==> src/rtl/vic_pkg.sv <==
// vic_pkg: register indices, reset constants and stack-entry sizing for vic_ctrl
package vic_pkg;
    localparam logic [2:0] VIC_PEND  = 3'd0;
    localparam logic [2:0] VIC_MASK  = 3'd1;
    localparam logic [2:0] VIC_CLR   = 3'd2;
    localparam logic [2:0] VIC_MODE  = 3'd3;
    localparam logic [2:0] VIC_VBASE = 3'd4;
    localparam logic [2:0] VIC_PIDX  = 3'd5;
    localparam logic [2:0] VIC_PRIO  = 3'd6;
    localparam logic [2:0] VIC_STAT  = 3'd7;
    localparam logic [15:0] VBASE_RST = 16'h0020;
    localparam int PRIO_RST = 1;
    // a stack entry is packed as {id, prio}
    function automatic int stk_w(int idw, int priw);
        return idw + priw;
    endfunction
endpackage

==> src/rtl/vic_prio_arb.sv <==
// vic_prio_arb: combinational max-priority arbiter, ties resolved to the lowest index
// cand  : request per source
// prio  : priority per source
// valid : some request present; id/pri : winning source and its priority
module vic_prio_arb #(
    parameter int NSRC = 8,
    parameter int PRIW = 3
) (
    input  logic [NSRC-1:0]           cand,
    input  logic [NSRC-1:0][PRIW-1:0] prio,
    output logic                      valid,
    output logic [$clog2(NSRC)-1:0]   id,
    output logic [PRIW-1:0]           pri
);
    localparam int IDW = $clog2(NSRC);
    // strict compare while scanning upward keeps the lowest index on ties;
    // candidates arrive pre-filtered to nonzero priority
    always_comb begin
        valid = 1'b0;
        id = '0;
        pri = '0;
        for (int i = 0; i < NSRC; i++)
            if (cand[i] && prio[i] > pri) begin
                valid = 1'b1;
                id = IDW'(i);
                pri = prio[i];
            end
    end
endmodule

==> src/rtl/vic_ctrl.sv <==
// vic_ctrl: vectored interrupt controller with programmable priority, edge/level sensing and nesting stack
// i_clk/i_rst           : clock, synchronous active-high reset
// i_sel/i_we/i_re/i_addr/i_wdata, o_rdata/o_rdy : MMIO register port, 1-cycle read latency
// i_src_irq             : raw interrupt lines
// i_int_en/i_irq_ret    : CPU global enable, return-from-interrupt pulse
// o_irq_take/o_irq_vector/o_irq_id : combinational take strobe, handler address, winning source
// o_depth               : current nesting depth
module vic_ctrl
    import vic_pkg::*;
#(
    parameter int          NSRC    = 8,
    parameter int          DEPTH   = 4,
    parameter int          PRIW    = 3,
    parameter logic [15:0] VSTRIDE = 16'h0020
) (
    input  logic                       i_clk,
    input  logic                       i_rst,
    input  logic                       i_sel,
    input  logic                       i_we,
    input  logic                       i_re,
    input  logic [2:0]                 i_addr,
    input  logic [15:0]                i_wdata,
    output logic [15:0]                o_rdata,
    output logic                       o_rdy,
    input  logic [NSRC-1:0]            i_src_irq,
    input  logic                       i_int_en,
    input  logic                       i_irq_ret,
    output logic                       o_irq_take,
    output logic [15:0]                o_irq_vector,
    output logic [$clog2(NSRC)-1:0]    o_irq_id,
    output logic [$clog2(DEPTH+1)-1:0] o_depth
);
    localparam int IDW = $clog2(NSRC);
    localparam int DW = $clog2(DEPTH + 1);
    localparam int SW = stk_w(IDW, PRIW);
    localparam logic [DW-1:0] DMAX = DW'(DEPTH);
    localparam logic [15:0] NS16 = 16'(NSRC);

    logic [NSRC-1:0]           pend, mask, mode, src_q;
    logic [NSRC-1:0]           in_stk, set, cand, pri_nz, pend_n;
    logic [NSRC-1:0][PRIW-1:0] pri;
    logic [DEPTH-1:0][SW-1:0]  stk;
    logic [15:0]               vbase, pidx, rd_val;
    logic [DW-1:0]             depth, eff;
    logic [IDW-1:0]            win_id;
    logic [PRIW-1:0]           win_pri, cur_pri;
    logic                      win_valid, take, wr;

    // sources already being serviced must not re-pend while their level is held
    always_comb begin
        in_stk = '0;
        pri_nz = '0;
        for (int k = 0; k < DEPTH; k++)
            if (DW'(k) < depth) in_stk[stk[k][SW-1 -: IDW]] = 1'b1;
        for (int i = 0; i < NSRC; i++) pri_nz[i] = |pri[i];
    end

    assign set  = (mode & i_src_irq & ~src_q) | (~mode & i_src_irq & mask & ~in_stk);
    assign cand = (pend | set) & mask & pri_nz;

    vic_prio_arb #(.NSRC(NSRC), .PRIW(PRIW)) u_arb (
        .cand(cand), .prio(pri), .valid(win_valid), .id(win_id), .pri(win_pri)
    );

    // a coinciding return is folded in first, so a take can replace the popped entry
    assign eff     = (i_irq_ret && depth != '0) ? depth - DW'(1) : depth;
    assign cur_pri = (eff == '0) ? '0 : stk[eff - DW'(1)][PRIW-1:0];
    assign take    = ~i_rst & win_valid & i_int_en & (win_pri > cur_pri) & (eff < DMAX);

    assign o_irq_take   = take;
    assign o_irq_id     = take ? win_id : '0;
    assign o_irq_vector = take ? vbase + 16'(win_id) * VSTRIDE : 16'hFFFF;
    assign o_depth      = depth;
    assign o_rdy        = i_sel;
    assign wr           = i_sel & i_we;

    // take-clear, then PEND write-set, then CLR so a clear always wins
    assign pend_n = (((pend | set) & ~(take ? NSRC'(1) << win_id : '0))
                     | ((wr && i_addr == VIC_PEND) ? i_wdata[NSRC-1:0] : '0))
                    & ~((wr && i_addr == VIC_CLR) ? i_wdata[NSRC-1:0] : '0);

    always_comb begin
        rd_val = '0;
        case (i_addr)
            VIC_PEND:  rd_val = 16'(pend);
            VIC_MASK:  rd_val = 16'(mask);
            VIC_MODE:  rd_val = 16'(mode);
            VIC_VBASE: rd_val = vbase;
            VIC_PIDX:  rd_val = pidx;
            VIC_PRIO:  rd_val = (pidx < NS16) ? 16'(pri[pidx[IDW-1:0]]) : '0;
            VIC_STAT:  rd_val = {8'h0, 4'(depth), 4'(cur_pri)};
            default:   rd_val = '0;
        endcase
    end

    always_ff @(posedge i_clk) begin
        if (i_rst) begin
            pend    <= '0;
            mask    <= '1;
            mode    <= '0;
            src_q   <= '0;
            vbase   <= VBASE_RST;
            pidx    <= '0;
            pri     <= {NSRC{PRIW'(PRIO_RST)}};
            stk     <= '0;
            depth   <= '0;
            o_rdata <= '0;
        end else begin
            src_q   <= i_src_irq;
            pend    <= pend_n;
            o_rdata <= (i_sel && i_re) ? rd_val : '0;
            depth   <= take ? eff + DW'(1) : eff;
            if (take) stk[eff] <= {win_id, win_pri};
            if (wr && i_addr == VIC_MASK) mask <= i_wdata[NSRC-1:0];
            if (wr && i_addr == VIC_MODE) mode <= i_wdata[NSRC-1:0];
            if (wr && i_addr == VIC_VBASE) vbase <= i_wdata;
            if (wr && i_addr == VIC_PIDX) pidx <= i_wdata;
            if (wr && i_addr == VIC_PRIO && pidx < NS16) pri[pidx[IDW-1:0]] <= i_wdata[PRIW-1:0];
        end
    end
endmodule

==> config.mk <==
export PLATFORM = sky130hd
export DESIGN_NAME = vic_ctrl
export DESIGN_NICKNAME = d
export VERILOG_FILES = /design/src/rtl/vic_pkg.sv /design/src/rtl/vic_prio_arb.sv /design/src/rtl/vic_ctrl.sv
export SDC_FILE = /design/constraint.sdc
export NUM_CORES = 1
export LEC_CHECK = 0
export BUFFER_PORTS_ARGS = -buffer_cell sky130_fd_sc_hd__buf_4
export CORE_MARGIN = 2
export CORE_UTILIZATION = 54
export CTS_CLUSTER_DIAMETER = 40
export DETAILED_ROUTE_END_ITERATION = 7
export PLACE_DENSITY_LB_ADDON = 0.3
export SYNTH_ARGS = -nofsm -noshare
export SYNTH_HDL_FRONTEND = slang
export SYNTH_HIERARCHICAL = 1
export SYNTH_SLANG_ARGS = --single-unit
==> constraint.sdc <==
create_clock -name i_clk -period 12.6 [get_ports i_clk]
set_clock_uncertainty 0.15 [all_clocks]
set_input_delay 1.26 -clock i_clk [delete_from_list [all_inputs] [get_ports i_clk]]
set_output_delay 1.26 -clock i_clk [all_outputs]
set_load 0.05 [all_outputs]
Yosys cells after proc, flatten, opt, wreduce, memory -nomap -nowiden
Cells that the tools add are included.

Equal/unequal tests: 7. Add/subtract/negate cells: 4. Muxes and demuxes: 55. Magnitude comparators: 28. Shift operators: 1. Bitwise operators: 27. Reductions and logical operators: 36.

Operator list (number): 16-bit one-hot mux with 7 select lines (1); 8-bit bitwise AND (9); 3-bit two-way mux (20); 8-bit two-way mux (7); 24-bit bitwise mux (2); 8-bit bitwise OR (6); 8-bit inverter (5); 3-bit > comparator (8); 1-bit logical AND (24); 3-bit OR reduction (8); 3-bit by 4-bit < comparator with 1-bit output (second input constant) (5); 3-bit by 1-bit greater-or-equal comparator with 1-bit output (second input constant) (6); 16-bit by 8-bit adder with 16-bit output (1); 16-bit by 4-bit < comparator with 1-bit output (second input constant) (1); 16-bit two-way mux (1); 1-bit two-way mux (13); 6-bit binary-select mux with 2-bit select (1); 1-bit demux with 3-bit select (4); 6-bit demux with 2-bit select (1); 3-bit == test (second input constant) (4); 3-bit binary-select mux with 3-bit select (1); 3-bit demux with 3-bit select (1); 3-bit < comparator (second input constant) (3); 1-bit by 3-bit left shift with 8-bit output (first input constant) (1); other kinds (14) (25).

Flip-flop bits (word level): 131. Input bits: 34.

Longest topological paths before layout
Depth in word-level cells: 49. Mapped depth: 69. Mapped depth without buffers: 65.

Modules after synthesis
Netlist, hierarchy kept.

By module, submodules not included: vic_ctrl (instances 1, sequential area each 2622.5 um^2, cells an instance 830, area each 6895.4 um^2); vic_prio_arb (instances 1, sequential area each 0.0 um^2, cells an instance 163, area each 1069.8 um^2).

Worst setup path after synthesis
No wires, ideal clock.

Path kind: reg2out. From: register depth[1], in the netlist o_depth[1]. To: output o_irq_vector[10]. Arrival time: 12.429 ns. Stages on the path, launching flop included: 66. Setup slack: -1.239 ns. Cell sequence: dfxtp_1 clkbuf_1 inv_1 ha_1 o21ba_1 buf_1 o211ai_1 nand4_1 a21oi_1 and2_1 ha_1 a31oi_2 nand2_1 a21oi_1 inv_1 ha_1 nor2_1 a311oi_1 [... 30 more ...] nand2b_1 buf_1 mux2i_1 ha_1 nor2b_1 o21ai_0 a21oi_1 inv_1 and2_1 a221o_1 ha_1 nor2b_1 o21a_1 o211ai_2 inv_2 buf_4 buf_2 o21ai_1.

RTL lines: from (decl) (line vic_ctrl.sv:44) `logic [DW-1:0] depth, eff;`; from (signal assigned) (line vic_ctrl.sv:112) `depth <= take ? eff + DW'(1) : eff;`; 1-bit by 3-bit < comparator with 1-bit output (line vic_ctrl.sv:54) `if (DW'(k) < depth) in_stk[stk[k][SW-1 -: IDW]] = 1'b1;`; 8-bit two-way mux (line vic_ctrl.sv:54); 8-bit bitwise OR (no source line); 8-bit two-way mux (line vic_ctrl.sv:54); 8-bit bitwise OR (no source line); 8-bit two-way mux (line vic_ctrl.sv:54); 8-bit bitwise OR (no source line); 8-bit two-way mux (*) (line vic_ctrl.sv:54); [... 6 more ...]; named net cand[0] (line vic_ctrl.sv:40) `logic [NSRC-1:0] in_stk, set, cand, pri_nz, pend_n;`; [... 20 more ...]; 3-bit > comparator (line vic_prio_arb.sv:23) `if (cand[i] && prio[i] > pri) begin`; 1-bit logical AND (line vic_prio_arb.sv:23); 3-bit two-way mux (*) (line vic_prio_arb.sv:23); named net win_pri[1] (line vic_ctrl.sv:46) `logic [PRIW-1:0] win_pri, cur_pri;`; 3-bit > comparator (*) (line vic_ctrl.sv:68) `assign take = ~i_rst & win_valid & i_int_en & (win_pri > cur_pri) & (eff < DMAX);`; 1-bit bitwise AND (*) (2 in series) (line vic_ctrl.sv:68); named net o_irq_take (line vic_ctrl.sv:28) `output logic o_irq_take,`; 16-bit two-way mux (*) (line vic_ctrl.sv:72) `assign o_irq_vector = take ? vbase + 16'(win_id) * VSTRIDE : 16'hFFFF;`; to (decl) (line vic_ctrl.sv:29) `output logic [15:0] o_irq_vector,`.

The timed path passes the listed nets; every way through them passes the cells marked *. The select of a mux whose other input is x is not followed.

Final worst setup path
From: input i_src_irq[0]. To: output o_irq_vector[12].

RTL lines: from (decl) (line vic_ctrl.sv:25) `input logic [NSRC-1:0] i_src_irq,`; 8-bit bitwise AND (3 in series) (line vic_ctrl.sv:58) `assign set = (mode & i_src_irq & ~src_q) | (~mode & i_src_irq & mask & ~in_stk);`; 8-bit bitwise OR (*) (line vic_ctrl.sv:58); 8-bit bitwise OR (*) (line vic_ctrl.sv:59) `assign cand = (pend | set) & mask & pri_nz;`; 8-bit bitwise AND (*) (2 in series) (line vic_ctrl.sv:59); named net cand[0] (line vic_ctrl.sv:40); 1-bit logical AND (*) (line vic_prio_arb.sv:23); 3-bit two-way mux (*) (line vic_prio_arb.sv:23); 3-bit > comparator (line vic_prio_arb.sv:23); [... 15 more ...]; 1-bit logical AND (line vic_prio_arb.sv:23); 3-bit two-way mux (line vic_prio_arb.sv:23); 3-bit > comparator (line vic_prio_arb.sv:23); 1-bit logical AND (line vic_prio_arb.sv:23); 3-bit two-way mux (*) (line vic_prio_arb.sv:23); named net win_id[1] (line vic_ctrl.sv:45) `logic [IDW-1:0] win_id;`; 16-bit by 8-bit adder with 16-bit output (*) (line vic_ctrl.sv:72); 16-bit two-way mux (*) (line vic_ctrl.sv:72).

The timed path passes the listed nets; every way through them passes the cells marked *.

==> results.toml <==
[run_status]
outcome = "finished with violations"
failed_checks = "negative setup slack"

[power_and_ir_drop]
power_density_nw_per_um2 = 312
p_int_mw = 1.76
swShare_pct = 45.7
report.power.total_mw = 3.23
ir_worst_vdd_mv = 0.173
static-leakage-power_nw = 4.13
power.clock.fraction_pct = 17.3
power.share.combinational_pct = 67.9
psw_mw = 1.47
sequentialPowerShare_pct = 14.8

[detailed_routing]
drtPass1Iterations = 6
drtIter0Drc = 998
via_count = 8295
routed_wl_microns = 26500
drt-wirelength-per-cell_microns = 20.5
post-route-drc-count = 0
avgViaCountPerCell = 6.41
final_antenna_net_count = 0

[layout]
antennaDiodeCount = 0
instances_no_fill = 1294
share_of_post_route_cells_with_drive_strength_above_1_pct = 25.8
fillCellCount = 1087
area_delta_synth_final_pct = 29.9
final_net_count = 1154
design_area_sq_um = 10300

[worst_hold_path]
worst_hold_path.endpoint = "stk[19]$_SDFFE_PP0P_"
timing.hold.worst_path_depth = 2
hp-start = "stk[19]$_SDFFE_PP0P_"
hold_class = "reg2reg"

[clocking]
deepest_clock_path_buffer_count = 2
cts_hold_repair.buffers = 0
h-tree-depth = 4
cts_root_buffer = "sky130_fd_sc_hd__clkbuf_16"
clk_pin_slew_ns = 0.06
clock_tree_from_tritoncts = "yes"
number_of_buffers_added_by_the_clock_tree_synthesis_step = 17
worst_skew_pair.late_latency_ns = 0.42
tritoncts_num_sinks = 131

[floorplanning]
core_sq_um = 14500
die_y_microns = 125
die_x_microns = 125
rows = 44
pin_count = 74
initial_utilization_pct = 55.0
die_area_sq_um = 15700

[worst_setup_path]
worstPathMaxFanout = 9
path_common_cell = "sky130_fd_sc_hd__ha_4"
r2r.worst_path.cells = 65
critical_path_arrival_ns = 11.40
worstReg2RegEnd = "pend[5]$_SDFF_PP0_"
cp_slowest_stage_delay_ns = 0.33
critPathRequiredTime_ns = 11.19
worst-setup-path-type = "in2out"
cpMaxStageDelayCell = "sky130_fd_sc_hd__o311a_1"
worst_setup_ep_type = "primary output"
critPathLaunchType = "primary input"
worst-r2r-setup-slack_ns = 0.80
beginning_of_the_worst_register_to_register_path = "o_depth[1]$_SDFF_PP0_"

[logic_synthesis]
yosysWarningCount = 6
synth_area_sq_um = 7970
seq_area_frac_synth_pct = 32.9
async_flop_share_pct = 0
synth_top_area_share_pct = 32.9
synth.largest_area_cell = "sky130_fd_sc_hd__dfxtp_1"
synthesis.area_per_instance_sq_um = 8.02
synthFlopType = "sky130_fd_sc_hd__dfxtp_1"
number_of_register_bits_inferred_by_synthesis = 131
synthCells = 993
net_count_after_synthesis = 1050
yosys-top-cells-area = "sky130_fd_sc_hd__dfxtp_1, sky130_fd_sc_hd__nand2_1, sky130_fd_sc_hd__mux2i_1, sky130_fd_sc_hd__a21oi_1, sky130_fd_sc_hd__nor2_1"
synth-edff-count = 0
synth_cell_types = 82

[timing]
min_period_over_period_pct = 102
finalSetupViolCount = 20
actual_transition_at_the_worst_max_transition_pin_ns = 1.23
unrepaired_setup_endpoints_after_global_routing = "yes"
slew-limit-headroom_pct = 17.9
finalMaxSlewViolations = 0
finalSetupTns_ns = -3.24
hold_viol = 0
fin_crit_ns = 12.81
setup_slack_ns = -0.207
max_freq_mhz = 78.1

[global_route]
wire_length_of_the_first_global_routing_pass_microns = 41500
first_global_vias = 7709
pin_count_of_the_biggest_net_entering_global_routing = 67
grtUsageTotal_pct = 32.7
antenna_found_initial = 0
grt_remaining_overflow = 0

[placed_design]
routabilityCongestion = 0.987
dp.cells = 1226
placedInstanceArea_sq_um = 9020
place_hpwl_microns = 18000
portBuffers = 73

[flow_run]
cap_violations = 0
## kinds of logic after synthesis
family                   share of synthesized area, %
adder cells (fa/ha/maj)                          3.96
XOR/XNOR                                        0.990
buffers and inverters                            5.14
AO/OA/AOI/OAI                                    21.5
flip-flops                                       32.9
AND/OR/NAND/NOR                                  25.9
multiplexers                                     9.57
## cell type report
cell class                 count  area (sq um)  area share [%]
timing repair buffer         147          1280            12.4
clock buffer                  20           467            4.51
inverter                      40           153            1.48
sequential                   131          2630            25.4
tap                          184           230            2.22
clock inverter                12           201            1.95
multi-input combinational    760          5390            52.1
## metal layers
metal  GRT usage, %  vias to the layer above  wire [microns]
li1               -                     3806               -
met1           45.4                     3922           10800
met2           52.2                      508           12600
met3           5.95                       59            2620
met4           9.80                        0             530
met5              0                        -               0
## sequential cells by signal (all words and copies together), names as in the netlist
register  flops
mask          8
mode          8
o_depth       3
o_rdata      16
pend          8
pidx         16
pri          24
src_q         8
stk          24
vbase        16
## critical path, delay by kind of cell
| kind | cells | cell delay (ns) |
|---|---|---|
| and+or+nand+nor | 22 | 2.77 |
| muxes | 2 | 0.45 |
| buffers and inverters | 7 | 0.77 |
| AOI/OAI and AO/OA | 21 | 3.11 |
| adders and majority gates | 10 | 2.76 |
| xor gates and xnor gates | 1 | 0.24 |
## cell usage in the layout, fill, tap and decap left out, drive strengths merged, types with 9 or more instances in the layout
cell type and n:
nand2 133, buf 146, nand2b 25, o211ai 11, nand4 14, nor2b 40, dfxtp 131, nand3b 9
a31oi 13, mux4 9, mux2i 48, inv 41, o21ai 43, a21oi 85, and2 9, nor2 76
clkbuf 21, nand3 44, a211o 9, nor3 11, ha 22
## stage by stage
| stage | utilization (%) | setup WS, ns | hold WS (ns) |
|---|---|---|---|
| final | 71.5 | -0.207 | 0.323 |
| after global routing | 71.5 | -0.763 | 0.344 |
| after CTS | 69.3 | -0.00787 | 0.318 |
| after detailed placement | 62.3 | -0.373 | 0.310 |
| after global placement | 62.3 | 0.0366 | 0.290 |
| after floorplan | - | 0.000103 | 0.282 |
## Yosys cell counts (all sizes together) (5+ instances only)
cell and instances:
o211ai 11, ha 22, a22oi 6, nor3 11, inv 40, a21o 7
mux2 7, and3 7, buf 17, o221ai 5, nor2b 40, o21a 5
mux4 9, o22ai 8, nand4 14, clkbuf 45, mux2i 48, and2 9
nand3 44, o21ai 43, or2 8, a21oi 85, nor4 6, xnor2 5
dfxtp 131, a211oi 8, nor2 76, a31oi 13, nand3b 9, nand2b 25
o31ai 7, or4 8, a211o 9, o311a 8, nand2 133
## power groups by stage
stage	logic (mW)	clock network (mW)	registers, mW
4_1_cts	1.89	0.560	0.474
3_3_place_gp	1.69	0	0.482
2_1_floorplan	1.16	0	0.480
6_report	2.19	0.560	0.477
3_5_place_dp	1.70	0	0.482
5_1_grt	2.30	0.578	0.479
## worst max path at each step
stage	slack, ns	to	startpoint	depth (start not counted)
floorplan	0.0001	o_irq_vector[10]	i_src_irq[0]	62
global placement	0.04	o_irq_vector[1]	i_src_irq[0]	61
detailed placement	-0.37	o_irq_vector[5]	i_src_irq[0]	61
CTS	-0.008	o_irq_id[2]	i_src_irq[0]	64
global route	-0.76	o_irq_vector[12]	i_src_irq[0]	63
finish	-0.21	o_irq_vector[12]	i_src_irq[0]	63
## what timing repair did
action / in CTS / in global routing
buffers inserted: 25 / 11
pin swaps: 16 / 37
setup endpoints to repair: 20 / 20
gates resized for setup: 40 / 42
cloned: 0 / 1
Note: power is estimated with default switching activity, not from simulation.
